[src/rtl/frog_game_pkg.sv]
// Shared types and score constants for the Frogger game-state controller.
package frog_game_pkg;

    typedef enum logic [2:0] {
        IDLE,
        PLAY,
        DYING,
        LEVEL_UP,
        WIN,
        LOSE
    } game_state_e;

    localparam int unsigned HOME_PTS  = 10;
    localparam int unsigned LEVEL_PTS = 50;

endpackage

[src/rtl/frog_game_ctrl_frame_down_counter.sv]
// Loadable, tick-enabled down-counter; stops at zero and flags its final count.
module frame_down_counter #(
    parameter int W       = 11,
    parameter int RST_VAL = 0
) (
    input  logic         clk_i,
    input  logic         reset_i,
    input  logic         load_i,
    input  logic [W-1:0] load_val_i,
    input  logic         dec_i,
    output logic [W-1:0] count_o,
    output logic         zero_o,
    output logic         last_o
);

    logic [W-1:0] count_q, count_d;

    always_comb begin
        count_d = count_q;
        if (load_i) begin
            count_d = load_val_i;
        end else if (dec_i && (count_q != '0)) begin
            count_d = count_q - W'(1);
        end
    end

    always_ff @(posedge clk_i) begin
        if (reset_i) begin
            count_q <= W'(RST_VAL);
        end else begin
            count_q <= count_d;
        end
    end

    assign count_o = count_q;
    assign zero_o  = (count_q == '0);
    // Set when the next decrement brings the count to zero.
    assign last_o  = (count_q == W'(1));

endmodule

[src/rtl/frog_game_ctrl.sv]
// Frogger game-state controller: bays, lives, level, per-life timer, score.
// Optional: define FROG_BONUS_LIFE_EN to grant a life on each non-final level-up.
//
// state    | meaning
// IDLE     | waiting for start_btn
// PLAY     | frog alive, timer running
// DYING    | respawn delay after a death
// LEVEL_UP | all bays filled, one-tick bonus/advance
// WIN      | all levels cleared, waits for start_btn
// LOSE     | no lives left, waits for start_btn
module frog_game_ctrl
    import frog_game_pkg::*;
#(
    parameter int NUM_HOMES      = 3,
    parameter int START_LIVES    = 3,
    parameter int MAX_LIVES      = 9,
    parameter int NUM_LEVELS     = 4,
    parameter int ROUND_FRAMES   = 1800,
    parameter int RESPAWN_FRAMES = 60,
    parameter int SCORE_W        = 16,
    localparam int IDX_W = (NUM_HOMES > 1) ? $clog2(NUM_HOMES) : 1,
    localparam int LVL_W = $clog2(NUM_LEVELS + 1),
    localparam int TW    = $clog2(ROUND_FRAMES + 1),
    localparam int RW    = $clog2(RESPAWN_FRAMES + 1)
) (
    input  logic               clk_i,
    input  logic               reset_i,
    input  logic               frame_tick_i,
    input  logic               start_btn_i,
    input  logic               dead_frog_i,
    input  logic               home_hit_i,
    input  logic [IDX_W-1:0]   home_idx_i,
    output logic [NUM_HOMES-1:0] home_filled_o,
    output logic [7:0]         frog_lives_o,
    output logic [LVL_W-1:0]   level_o,
    output logic [TW-1:0]      time_left_o,
    output logic [SCORE_W-1:0] score_o,
    output logic               respawn_o,
    output logic               playing_o,
    output logic               win_game_o,
    output logic               lose_game_o
);

    game_state_e          state_q, state_d;
    logic [NUM_HOMES-1:0] mask_q, mask_d;
    logic [7:0]           lives_q, lives_d;
    logic [LVL_W-1:0]     level_q, level_d;
    logic [SCORE_W-1:0]   score_q, score_d;
    logic                 respawn_q, respawn_d;

    logic t_load, t_dec, t_zero, t_last;
    logic d_load, d_dec, d_zero, d_last;
    logic [NUM_HOMES-1:0] hit_bit;
    logic hit_valid, bay_taken, death;

    function automatic logic [SCORE_W-1:0] sat_add(input logic [SCORE_W-1:0] a,
                                                  input int unsigned b);
        logic [SCORE_W:0] s;
        s = {1'b0, a} + (SCORE_W + 1)'(b);
        return s[SCORE_W] ? '1 : s[SCORE_W-1:0];
    endfunction

    frame_down_counter #(.W(TW), .RST_VAL(ROUND_FRAMES)) u_time_cnt (
        .clk_i(clk_i), .reset_i(reset_i), .load_i(t_load),
        .load_val_i(TW'(ROUND_FRAMES)), .dec_i(t_dec),
        .count_o(time_left_o), .zero_o(t_zero), .last_o(t_last)
    );

    frame_down_counter #(.W(RW), .RST_VAL(0)) u_respawn_cnt (
        .clk_i(clk_i), .reset_i(reset_i), .load_i(d_load),
        .load_val_i(RW'(RESPAWN_FRAMES)), .dec_i(d_dec),
        .count_o(), .zero_o(d_zero), .last_o(d_last)
    );

    // An out-of-range index shifts the bit out entirely, so it is simply ignored.
    assign hit_bit   = NUM_HOMES'(1) << home_idx_i;
    assign hit_valid = home_hit_i && (hit_bit != '0);
    assign bay_taken = hit_valid && ((mask_q & hit_bit) != '0);
    assign death     = dead_frog_i || t_last || t_zero || bay_taken;

    always_comb begin
        state_d   = state_q;
        mask_d    = mask_q;
        lives_d   = lives_q;
        level_d   = level_q;
        score_d   = score_q;
        respawn_d = 1'b0;
        t_load    = 1'b0;
        t_dec     = 1'b0;
        d_load    = 1'b0;
        d_dec     = 1'b0;
        if (frame_tick_i) begin
            unique case (state_q)
                IDLE, WIN, LOSE: begin
                    if (start_btn_i) begin
                        mask_d    = '0;
                        lives_d   = 8'(START_LIVES);
                        level_d   = LVL_W'(1);
                        score_d   = '0;
                        t_load    = 1'b1;
                        respawn_d = 1'b1;
                        state_d   = PLAY;
                    end
                end
                PLAY: begin
                    if (death) begin
                        // A timeout lets the timer land on zero; other deaths freeze it.
                        t_dec   = t_last;
                        lives_d = (lives_q == 8'd0) ? 8'd0 : lives_q - 8'd1;
                        if (lives_d == 8'd0) begin
                            state_d = LOSE;
                        end else begin
                            d_load  = 1'b1;
                            state_d = DYING;
                        end
                    end else if (hit_valid) begin
                        mask_d  = mask_q | hit_bit;
                        score_d = sat_add(score_q, HOME_PTS);
                        if (&mask_d) begin
                            state_d = LEVEL_UP;
                        end else begin
                            respawn_d = 1'b1;
                            t_load    = 1'b1;
                        end
                    end else begin
                        t_dec = 1'b1;
                    end
                end
                DYING: begin
                    d_dec = 1'b1;
                    if (d_last || d_zero) begin
                        t_load    = 1'b1;
                        respawn_d = 1'b1;
                        state_d   = PLAY;
                    end
                end
                LEVEL_UP: begin
                    score_d = sat_add(score_q, LEVEL_PTS);
                    mask_d  = '0;
                    if (level_q == LVL_W'(NUM_LEVELS)) begin
                        state_d = WIN;
                    end else begin
                        level_d   = level_q + LVL_W'(1);
                        t_load    = 1'b1;
                        respawn_d = 1'b1;
                        state_d   = PLAY;
`ifdef FROG_BONUS_LIFE_EN
                        lives_d = (lives_q < 8'(MAX_LIVES)) ? lives_q + 8'd1 : 8'(MAX_LIVES);
`endif
                    end
                end
                default: state_d = IDLE;
            endcase
        end
    end

    always_ff @(posedge clk_i) begin
        if (reset_i) begin
            state_q   <= IDLE;
            mask_q    <= '0;
            lives_q   <= 8'(START_LIVES);
            level_q   <= LVL_W'(1);
            score_q   <= '0;
            respawn_q <= 1'b0;
        end else begin
            state_q   <= state_d;
            mask_q    <= mask_d;
            lives_q   <= lives_d;
            level_q   <= level_d;
            score_q   <= score_d;
            respawn_q <= respawn_d;
        end
    end

    assign home_filled_o = mask_q;
    assign frog_lives_o  = lives_q;
    assign level_o       = level_q;
    assign score_o       = score_q;
    assign respawn_o     = respawn_q;
    assign playing_o     = (state_q == PLAY);
    assign win_game_o    = (state_q == WIN);
    assign lose_game_o   = (state_q == LOSE);

endmodule

[config.mk]
export PLATFORM = sky130hd
export DESIGN_NAME = frog_game_ctrl
export DESIGN_NICKNAME = d
export VERILOG_FILES = /design/src/rtl/frog_game_pkg.sv /design/src/rtl/frog_game_ctrl_frame_down_counter.sv /design/src/rtl/frog_game_ctrl.sv
export SDC_FILE = /design/constraint.sdc
export NUM_CORES = 1
export LEC_CHECK = 0
export BUFFER_PORTS_ARGS = -buffer_cell sky130_fd_sc_hd__buf_2
export CORE_AREA = 3 3 123 125
export CTS_CLUSTER_DIAMETER = 80
export DETAILED_ROUTE_END_ITERATION = 10
export DIE_AREA = 0 0 126 128
export MAX_ROUTING_LAYER = met4
export PLACE_DENSITY = 0.51
export SYNTH_ARGS = -nofsm -noshare
export SYNTH_HDL_FRONTEND = slang
export SYNTH_SLANG_ARGS = --single-unit
[constraint.sdc]
create_clock -name clk_i -period 3.7 [get_ports clk_i]
set_input_delay 0.74 -clock clk_i [delete_from_list [all_inputs] [get_ports clk_i]]
set_output_delay 0.74 -clock clk_i [all_outputs]
set_load 0.01 [all_outputs]
# Word-level counts from Yosys, hierarchy flattened
# Cells that the tools add are included.
[word_totals]
reg_bits = 51
latchBits = 0
ram_bits = 0
romBits = 0
input_bits = 8
elab_cells = 107
mem_count = 0
[op_classes]
addsub = 6
mul = 0
n_div = 0
magnitude_cmp = 0
n_eq_ne = 16
n_shift = 1
muxes = 44
bitwise = 2
n_reduce_logical = 29
[op_table]
columns = ["op", "n"]
rows = [
  ["16-bit 2-to-1 mux", 5],
  ["16-bit one-hot mux with 3 select lines", 1],
  ["3-bit 2-to-1 mux", 11],
  ["8-bit 2-to-1 mux", 3],
  ["16-bit by 4-bit adder with 17-bit output, second input constant", 1],
  ["16-bit by 6-bit adder with 17-bit output, second input constant", 1],
  ["1-bit 2-to-1 mux", 17],
  ["8-bit zero test", 2],
  ["8-bit one-hot mux with 2 select lines", 1],
  ["6-bit 2-to-1 mux", 2],
  ["3-bit one-hot mux with 4 select lines", 1],
  ["11-bit by 1-bit == test with 1-bit output, second input constant", 1],
  ["11-bit zero test", 1],
  ["11-bit nonzero test", 1],
  ["11-bit by 1-bit subtractor with 11-bit output, second input constant", 1],
  ["5-bit AND reduction", 2],
  ["3-bit == test, second input constant", 3],
  ["3-bit one-hot mux with 3 select lines", 1],
  ["3-bit nonzero test", 3],
  ["2-bit inequality test, second input constant", 4],
  ["4-bit AND reduction", 2],
  ["8-bit by 1-bit subtractor with 8-bit output, second input constant", 1],
  ["3-bit by 2-bit == test with 1-bit output, second input constant", 2],
  ["6-bit by 1-bit == test with 1-bit output, second input constant", 1],
  ["other kinds (19)", 30],
]

# Depth between registers and ports, before layout
[logic_depth]
word_depth = 9
ltp_mapped = 9
mapped_depth_nobuf = 7

# Hierarchy
# A second synthesis with hierarchy kept.
[hier_totals]
hier_cells = 470
hier_area_um2 = 3748.6
[modules_own_cells]
columns = ["module", "n_inst", "cells_per_inst", "area_per_inst_um2"]
rows = [
  ["frog_game_ctrl", 1, 332, 2601.2],
  ["frame_down_counter at u_time_cnt", 1, 86, 701.9],
  ["frame_down_counter at u_respawn_cnt", 1, 52, 445.4],
]

# Worst setup path after synthesis
# Ideal clock, no wire load.
[synth_timing]
path_type = "input-to-reg"
start = "input home_idx_i[1]"
end = "register mask_q[0], in the netlist home_filled_o[0]"
t_arrival_ns = 2.607
t_required_ns = 3.574
setup_slack_ns = 0.967
path_stages = 7
path_buffers = 2
cell_sequence = "clkbuf_1 mux2i_1 o311ai_0 o21ai_1 clkbuf_1 a41oi_1 nor2_1"
[synth_via]
elab_chain_cells = 7
[synth_lines]
columns = ["item", "line_no", "text"]
rows = [
  ["start: declaration", "frog_game_ctrl.sv:32", "input logic [IDX_W-1:0] home_idx_i,"],
  ["1-bit by 2-bit left shift with 3-bit output (*)", "frog_game_ctrl.sv:76", "assign hit_bit = NUM_HOMES'(1) << home_idx_i;"],
  ["3-bit AND or 3-bit nonzero test (tied branches)", "frog_game_ctrl.sv:78, frog_game_ctrl.sv:77", ""],
  ["3-bit nonzero test or 1-bit logical AND (tied branches)", "frog_game_ctrl.sv:78, frog_game_ctrl.sv:77", ""],
  ["1-bit logical AND", "frog_game_ctrl.sv:78", "assign bay_taken = hit_valid && ((mask_q & hit_bit) != '0);"],
  ["1-bit logical OR", "frog_game_ctrl.sv:79", "assign death = dead_frog_i || t_last || t_zero || bay_taken;"],
  ["2-bit inequality test (no line)", "--", ""],
  ["5-bit AND reduction (no line)", "--", ""],
  ["end signal: assignment", "frog_game_ctrl.sv:167", "mask_q <= mask_d;"],
  ["end: declaration", "frog_game_ctrl.sv:45", "logic [NUM_HOMES-1:0] mask_q, mask_d;"],
]
# Every way passes the cells marked *; elsewhere a longest branch is shown, timed or not. The select of a mux whose other input is x is not followed.
# A chain may end at the register's enable or synchronous reset.

# Worst setup path after layout
[layout_timing]
start = "register state_q[0]"
end = "output playing_o"
[layout_via]
elab_chain_cells = 1
[layout_lines]
columns = ["item", "line_no", "text"]
rows = [
  ["start: declaration", "frog_game_ctrl.sv:44", "game_state_e state_q, state_d;"],
  ["start signal: assignment", "frog_game_ctrl.sv:166", "state_q <= state_d;"],
  ["3-bit by 1-bit == test with 1-bit output", "frog_game_ctrl.sv:180", "assign playing_o = (state_q == PLAY);"],
  ["end: declaration", "frog_game_ctrl.sv:39", "output logic playing_o,"],
]
# Every way passes these cells.

==> results.sh <==
export IMPL_cp_slowest_stage_delay_ns=0.49
export IMPL_critPathKind="reg -> out"
export IMPL_total_power_mw=1.280
export IMPL_p_sw_mw=0.3869
export IMPL_nets=515
export IMPL_grt_max_degree=46
export IMPL_die_area_um2=16130
export IMPL_viasPerCell=5.605
export IMPL_numPortBuffers=52
export IMPL_clock_path_buffers=2
export IMPL_drt_iter0_markers=333
export IMPL_vdd_drop_max_mv=0.1489
export IMPL_mostFrequentLayoutCell="buf_2"
export IMPL_cts_tree="done"
export IMPL_cp_end_kind="output port"
export IMPL_filler_cell_count=1543
export IMPL_slowest_stage="dfxtp_1"
export IMPL_syn2layout_area_growth_pct=15.72
export IMPL_finalHoldViolations=0
export IMPL_initial_core_util=0.2514
export IMPL_cts_sinks=51
export IMPL_finalWirelength_mm=10.95
export IMPL_grt_usage=0.1411
export IMPL_leakage_nw=1.459
export IMPL_cp_startpoint="state_q[0]$_SDFFE_PP0P_"
export IMPL_grt_antenna_before_repair=0
export IMPL_crit_required_ns=2.96
export IMPL_grt_pass1_vias=3573
export IMPL_layout_common_cells="buf_2, dfxtp_1, a21oi_1"
export IMPL_post_dp_cell_area_um2=3941
export IMPL_p_sw_frac=0.3024
export IMPL_r2r_end="u_time_cnt.count_o[9]$_SDFFE_PP1P_"
export IMPL_cts_root_buf="clkbuf_16"
export IMPL_seqPwrFrac=0.458
export IMPL_synth_warnings=0
export IMPL_holdPathEnd="score_o[0]$_SDFFE_PP0P_"
export IMPL_tns_ns=0
export IMPL_post_cts_resized=0
export IMPL_fmax_mhz=370.1
export IMPL_dominantRegCellSynth="dfxtp_1"
export IMPL_syn_nets=480
export IMPL_n_antenna_cell=0
export IMPL_drt_first_pass_iters=5
export IMPL_fin_crit_ns=2.702
export IMPL_startpoint_type="flip-flop"
export IMPL_core_area_um2=13990
export IMPL_numCtsBuffers=5
export IMPL_p_comb_frac=0.193
export IMPL_holdPathStages=2
export IMPL_pin_count=53
export IMPL_die_y_um=128
export IMPL_cts_setup_buffers=0
export IMPL_crit_buf_inv=3
export IMPL_drc=0
export IMPL_die_x_um=126
export IMPL_synth_avg_cell_area_um2=7.613
export IMPL_clkPwrFrac=0.349
export IMPL_design_area_um2=4070
export IMPL_cts_hold_fix_buffers=0
export IMPL_fin_skew_ns=0.008156
export IMPL_rsz0062_at_grt="no"
export IMPL_ys_async_sr_fraction=0
export IMPL_gp_congestion=0.8435
export IMPL_worstPathMaxFanout=22
export IMPL_ys_ff_latch=51
export IMPL_path_delay_family="buffers and inverters"
export IMPL_syn_area_um2=3517
export IMPL_worst_slew_pin_slew_ns=0.8006
export IMPL_synthDistinctLibCells=63
export IMPL_synth_top_cell_by_area="dfxtp_1"
export IMPL_hold_class="reg -> reg"
export IMPL_p_int_mw=0.8926
export IMPL_grt_overflow=0
export IMPL_worstHoldStart="score_o[0]$_SDFFE_PP0P_"
export IMPL_drv_cap=0
export IMPL_slew_headroom=0.4663
export IMPL_synth_top_cell_area_share=0.2903
export IMPL_synth_edf_count=0
export IMPL_vias=3789
export IMPL_drive_above_1_share=0.1472
export IMPL_grt_pass1_wl_mm=18.41
export IMPL_ys_top_cells_by_area="dfxtp_1, a21oi_1, ha_1"
export IMPL_hpwl_mm=8.018
export IMPL_r2r_slack_ns=1.04
export IMPL_rr_startpoint="u_time_cnt.count_o[2]$_SDFFE_PP0P_"
export IMPL_clk_pin_slew_ns=0.06
export IMPL_routedWlPerCell_um=16.19
export IMPL_r2r_cells=5
export IMPL_clkLatencyLatePin_ns=0.30
export IMPL_htree_levels=2
export IMPL_finalSetupViolCount=0
export IMPL_rows=43
export IMPL_period_share=0.7302
export IMPL_whs_ns=0.4654
export IMPL_outcome="finished, final reports clean"
export IMPL_yosysSeqAreaShare=0.2903
export IMPL_arrival_ns=1.96
export IMPL_synth_cells=462
export IMPL_slew_viol_final=0
export IMPL_power_density_nw_per_um2=314.4
export IMPL_crit_path_cell_trace="nor2b_1 -> buf_4 -> nand2_1 -> inv_1 -> buf_2"
export IMPL_postRouteAntennaNets=0
==> how the worst max path moves through the flow <==
stage | depth (start not counted) | endpoint
6_report | 5 | playing_o
5_1_grt | 8 | u_respawn_cnt.count_o[1]$_SDFFE_PP0P_
4_1_cts | 5 | playing_o
3_5_place_dp | 7 | u_time_cnt.count_o[6]$_SDFFE_PP0P_
3_3_place_gp | 5 | u_time_cnt.count_o[9]$_SDFFE_PP1P_
2_1_floorplan | 7 | home_filled_o[0]$_SDFFE_PP0P_
==> cell families (layout without fill, tap and decap cells) <==
group | count (synthesis) | in the layout | share of synthesized area
compound gates | 172 | 172 | 0.3330
xor+xnor | 10 | 10 | 0.02490
fa+ha+maj | 10 | 10 | 0.03557
buf+inv | 64 | 98 | 0.07079
flops | 51 | 51 | 0.2903
mux | 3 | 3 | 0.008894
simple gates | 152 | 152 | 0.2366
==> worst register-to-register path, stage by stage (launching register included) <==
cell	delay (ns)
dfxtp_1	0.37
or4_1	0.66
or4_4	0.55
nor4b_1	0.19
a211oi_1	0.54
o21ai_0	0.20
==> cell type report <==
class / count / area [um2] / area share
multi-input combinational: 347 / 2247 / 0.5521
sequential: 51 / 1021 / 0.2508
timing repair buffer: 62 / 335.3 / 0.08239
tap: 180 / 225.2 / 0.05533
clock buffer: 6 / 128.9 / 0.03166
inverter: 30 / 112.6 / 0.02767
==> synth_stat cells (11+ instances only) <==
cell      count
a21oi_1      40
a31oi_1      11
clkbuf_1     31
dfxtp_1      51
inv_1        30
nand2_1      24
nand4_1      14
nor2_1       32
nor3_1       13
o211ai_1     11
o21ai_0      25
o31ai_1      11
==> metal layers <==
layer,part of all wire,wire [um],vias up,track usage
met4,0.018,198,0,0.04795
met1,0.46,4982,1827,0.1762
met3,0.047,512,15,0.02875
met2,0.48,5252,103,0.2285
met5,0,0,-,-
li1,-,-,1844,-
==> stage by stage <==
step                setup slack [ns]  std cells  utilization
detailed placement             1.009        670       0.2818
global route                  0.8253        676       0.2910
global placement               1.072        670       0.2818
finish                        0.9982        676       0.2910
floorplan                     0.9668        462            -
CTS                           0.9725        676       0.2910
==> registers in the layout (all words and copies together) (netlist names) <==
register and cells:
frog_lives_o 8, home_filled_o 3, level_o 3, respawn_o 1, score_o 16, state_q 3, u_respawn_cnt.count_o 6, u_time_cnt.count_o 11
==> power by group through the flow <==
stage / Clock, mW / Combinational [mW] / Sequential [mW]
floorplan: 0 / 0.173 / 0.595
global placement: 0 / 0.244 / 0.598
detailed placement: 0 / 0.245 / 0.599
CTS: 0.465 / 0.246 / 0.586
global route: 0.481 / 0.275 / 0.590
finish: 0.446 / 0.247 / 0.586
Note: power is estimated with default switching activity, not from simulation.
